===== src/rtl/uart_pkg.sv =====
// Shared constants and state encoding for the 8N1 UART pair (serial_t / serial_r).
package uart_pkg;

  localparam int UART_CLKS_PER_BIT = 1300;
  localparam int UART_DATA_BITS    = 8;

  typedef enum logic [1:0] {
    IDLE  = 2'd0,
    START = 2'd1,
    DATA  = 2'd2,
    STOP  = 2'd3
  } tx_state_t;

  // Bit-period counter width: ceil(log2(clks)), never below one bit.
  function automatic int timer_width(input int clks);
    if (clks <= 2) return 1;
    return $clog2(clks);
  endfunction

endpackage


===== src/rtl/bit_timer.sv =====
// Bit-period timer: counts 0..CLKS_PER_BIT-1 and pulses tick on the last count.
module bit_timer import uart_pkg::*; #(
  parameter int CLKS_PER_BIT = UART_CLKS_PER_BIT,
  parameter int WIDTH        = timer_width(UART_CLKS_PER_BIT)
) (
  input  logic m_clock,
  input  logic p_reset,
  input  logic clear,
  output logic tick
);

  localparam logic [WIDTH-1:0] LAST = WIDTH'(CLKS_PER_BIT - 1);

  logic [WIDTH-1:0] count;

  assign tick = (count == LAST) && !clear;

  // Restarting on tick keeps every bit period exactly CLKS_PER_BIT cycles with no dead cycle.
  always_ff @(posedge m_clock or negedge p_reset) begin
    if (!p_reset) begin
      count <= '0;
    end else if (clear || tick) begin
      count <= '0;
    end else begin
      count <= count + WIDTH'(1);
    end
  end

endmodule


===== src/rtl/serial_t.sv =====
// UART 8N1 transmitter: start bit, 8 data bits LSB first, stop bit; registered TXD.
module serial_t import uart_pkg::*; #(
  parameter int CLKS_PER_BIT = UART_CLKS_PER_BIT,
  parameter int DATA_BITS    = UART_DATA_BITS
) (
  input  logic                 p_reset,
  input  logic                 m_clock,
  input  logic [DATA_BITS-1:0] data,
  input  logic                 send,
  output logic                 TXD,
  output logic                 busy,
  output logic                 done
);

  localparam int         TW       = timer_width(CLKS_PER_BIT);
  localparam logic [2:0] LAST_BIT = 3'(DATA_BITS - 1);

  tx_state_t            state;
  logic [DATA_BITS-1:0] shift_reg;
  logic [2:0]           bit_idx;
  logic                 tick;
  logic                 timer_clear;

  // Timer is held at zero while idle, so the start bit always gets a full period.
  assign timer_clear = (state == IDLE);

  bit_timer #(
    .CLKS_PER_BIT (CLKS_PER_BIT),
    .WIDTH        (TW)
  ) u_bit_timer (
    .m_clock (m_clock),
    .p_reset (p_reset),
    .clear   (timer_clear),
    .tick    (tick)
  );

  always_ff @(posedge m_clock or negedge p_reset) begin
    if (!p_reset) begin
      state     <= IDLE;
      TXD       <= 1'b1;
      busy      <= 1'b0;
      done      <= 1'b0;
      shift_reg <= '0;
      bit_idx   <= '0;
    end else begin
      done <= 1'b0;
      case (state)
        IDLE: begin
          if (send) begin
            shift_reg <= data;
            bit_idx   <= '0;
            state     <= START;
            TXD       <= 1'b0;
            busy      <= 1'b1;
          end else begin
            TXD  <= 1'b1;
            busy <= 1'b0;
          end
        end
        START: begin
          if (tick) begin
            state <= DATA;
            TXD   <= shift_reg[0];
          end
        end
        DATA: begin
          // TXD is loaded with the next bit in the same edge that shifts, so bits abut.
          if (tick) begin
            shift_reg <= shift_reg >> 1;
            bit_idx   <= bit_idx + 3'd1;
            if (bit_idx == LAST_BIT) begin
              state <= STOP;
              TXD   <= 1'b1;
            end else begin
              TXD <= shift_reg[1];
            end
          end
        end
        STOP: begin
          if (tick) begin
            state <= IDLE;
            busy  <= 1'b0;
            done  <= 1'b1;
          end
        end
        default: begin
          state <= IDLE;
          TXD   <= 1'b1;
          busy  <= 1'b0;
        end
      endcase
    end
  end

endmodule

===== config.mk =====
export PLATFORM = sky130hd
export DESIGN_NAME = serial_t
export DESIGN_NICKNAME = d
export VERILOG_FILES = /design/src/rtl/uart_pkg.sv /design/src/rtl/bit_timer.sv /design/src/rtl/serial_t.sv
export SDC_FILE = /design/constraint.sdc
export NUM_CORES = 1
export LEC_CHECK = 0
export BUFFER_PORTS_ARGS = -buffer_cell sky130_fd_sc_hd__clkbuf_2
export CAP_MARGIN = 20
export CORE_MARGIN = 2
export CORE_UTILIZATION = 45
export CTS_CLUSTER_SIZE = 40
export DETAILED_ROUTE_END_ITERATION = 6
export PLACE_DENSITY = 0.62
export SKIP_LAST_GASP = 1
export SLEW_MARGIN = 20
export SYNTH_ARGS = -nofsm -noshare
export SYNTH_HDL_FRONTEND = slang
export SYNTH_SLANG_ARGS = --single-unit

===== constraint.sdc =====
create_clock -name m_clock -period 2 [get_ports m_clock]
set_input_delay 0 -clock m_clock [delete_from_list [all_inputs] [get_ports m_clock]]
set_output_delay 0 -clock m_clock [all_outputs]
set_load 0.02 [all_outputs]

==> qor.txt <==
Maximum clock path buffer count = 2
Area of the core = 3080 µm²
Design Power = 841 µW
CTS Buf Count = 3
Port Buffer Count = 13
Worst Max-Slew Pin Slew = 0.670 ns
Layout cell share with drive strength beyond 1 = 33.3%
Area Overhead vs Synth = 12.6%
Vias per cell = 5.19
Setup crit end kind = register
Avg WL per Cell = 13.3 µm
Period Utilization, post-route = 93.4%
DIE WIDTH = 61.3 µm
Max_cap viols = 0
Worst Hold Class = in2reg
Largest net degree at the start of global routing = 28
Multi-input gate area = 748 µm²
Critical-path cell list = or4_4 > nor3_4 > a2bb2o_4 > mux2_2
Diode count = 0
Timing-limited maximum frequency = 535 MHz
Setup TNS = 0 ns
Syn. warnings = 0
Effective utilization at floorplan = 48.0%
Pwr dens = 505 nW/µm²
Max reg flops = 11
Fill cell count = 288
Total gr overflow = 0
CP Max Fanout = 8
Synthesized cell area = 1480 µm²
Yosys cell types = 39
Initial antenna violation count = 0
Setup repair bufs after CTS = 0
Syn Nets = 153
Most frequent cells in the layout = dfrtp_1, nor2_1, mux2_2
CTS root buffer = clkbuf_4
Post-synth ARST share = 100%
WP buf/inv = 0
Final hold vios = 0
Final net count = 175
Die outline height = 61.3 µm
H-Tree Level Count = 1
Post-synthesis sequential area ratio = 45.8%
Final setup fails = 0
Critical Path Max Stage Delay = 0.52 ns
DRT iter0 DRCs = 58
First-pass GRT wire length = 4600 µm
Io pins = 14
DRC viols = 0
Main flop type after synthesis = dfrtp_1
Worst skew pair latency = 0.33 ns
Total wire length = 2660 µm
Worst IR drop on VDD = 0.343 mV
Vias in the first global route = 1,042
Cell Rows = 20
Synth Area per Inst = 11.0 µm²
Commonest non-fill, non-tap cell in the layout = dfrtp_1
Worst setup SP type = register
DP HPWL = 1970 µm
CTS tree = yes
Drt first pass iters = 4
Reg area = 677 µm²
Die ar. = 3760 µm²
Crit-path slowest cell = or4_4
Via count = 1,037
Crit path kind = reg2reg
CTS clk-pin slew, worst paths = 0.15 ns
Routed Antenna Nets = 0
Max-slew violations = 0
Leak Pwr = 0.000805 µW
Status = complete, no violations
Min Clock Period, post-route = 1.87 ns
RSZ-0062 raised after global routing = no
WP data required = 2.23 ns
Largest delay share family, worst path = simple AND/OR/NAND/NOR gates
Final GP Congestion = 0.815
Worst slew margin = 55.3%
Max Clock Skew = 0.00349 ns
Critical path arrival = 2.10 ns
Post-synth EDFFs = 0
Tot GR Track Use = 16.5%
Synthesis-stage register bit count = 27
Clk sink count = 27
Gate count of the mapped netlist = 135
where the power goes:
part           total (µW)  internal, µW  switching, µW
logic                41.4          21.4           20.0
registers             560           555           4.41
clock network         240          75.1            165
total                 841           652            190
path summary, 6_finish.rpt:
kind | slack [ns] | to | cells after the start | start
min | 0.01 | shift_reg[7] | 3 | data[7]
max reg2reg | 0.13 | shift_reg[0] | 4 | u_bit_timer.count[5]
min in group asynchronous | 0.24 | bit_idx[2] | 2 | p_reset
min reg2reg | 0.51 | u_bit_timer.count[0] | 1 | u_bit_timer.count[0]
max | 0.13 | shift_reg[0] | 4 | u_bit_timer.count[5]
max in group asynchronous | 1.34 | u_bit_timer.count[5] | 2 | p_reset
through the flow:
stage / hold slack (ns) / instances / util, % / setup WS [ns] / instance area, µm²
after floorplan: -0.296 / 135 / - / 0.0228 / 1480
after global placement: 0.0549 / 195 / 52.9 / 0.183 / 1630
after detailed placement: 0.0703 / 195 / 52.9 / 0.147 / 1630
after CTS: 0.00113 / 200 / 54.1 / 0.125 / 1670
after global routing: 0.0122 / 200 / 54.1 / 0.0627 / 1670
final: 0.0137 / 200 / 54.1 / 0.132 / 1670
worst min-delay path, delay by kind of cell:
family,cells,cell delay (ns)
muxes,1,0.14
and+or+nand+nor,1,0.10
buffers and inverters,1,0.07
synthesized netlist by cell type, types with 3 or more instances:
master   instances  area, µm²
xor2_1           4       35.0
a21oi_1          5       25.0
nand2_1          7       26.3
nor3_1           3       15.0
inv_1            8       30.0
dfrtp_1         26        651
nand4_1          4       25.0
xnor2_1          5       43.8
mux2_2          15        169
nor2_1          15       56.3
ha_1             7       87.6
layout make-up:
class	instances	share of cell area (%)
inverters	8	1.80
multi-input cells	96	44.9
flip-flops and latches	27	40.6
clock inverters	1	0.301
clock buffers	3	1.35
well taps	44	3.31
repair buffers	21	7.66
kinds of logic after synthesis:
family / after synthesis / synth area share (%)
AO/OA/AOI/OAI: 18 / 10.1
adder cells (fa/ha/maj): 7 / 5.92
flip-flops: 27 / 45.8
AND/OR/NAND/NOR: 45 / 16.5
multiplexers: 17 / 12.8
buffers and inverters: 12 / 3.64
XOR/XNOR: 9 / 5.33
layer usage:
metal  GRT usage, %  vias up  share of wire (%)
met2           26.0       13                 50
met5              0        -                  0
li1               -      517                  -
met1           22.5      505                 47
met4           7.45        0               0.56
met3           2.52        2                2.3
repair_timing:
item	4_1_cts	5_1_grt
resized for setup	0	0
hold buffers	1	0
hold endpoints to repair	26	0
(Power assumes the default switching activity.)
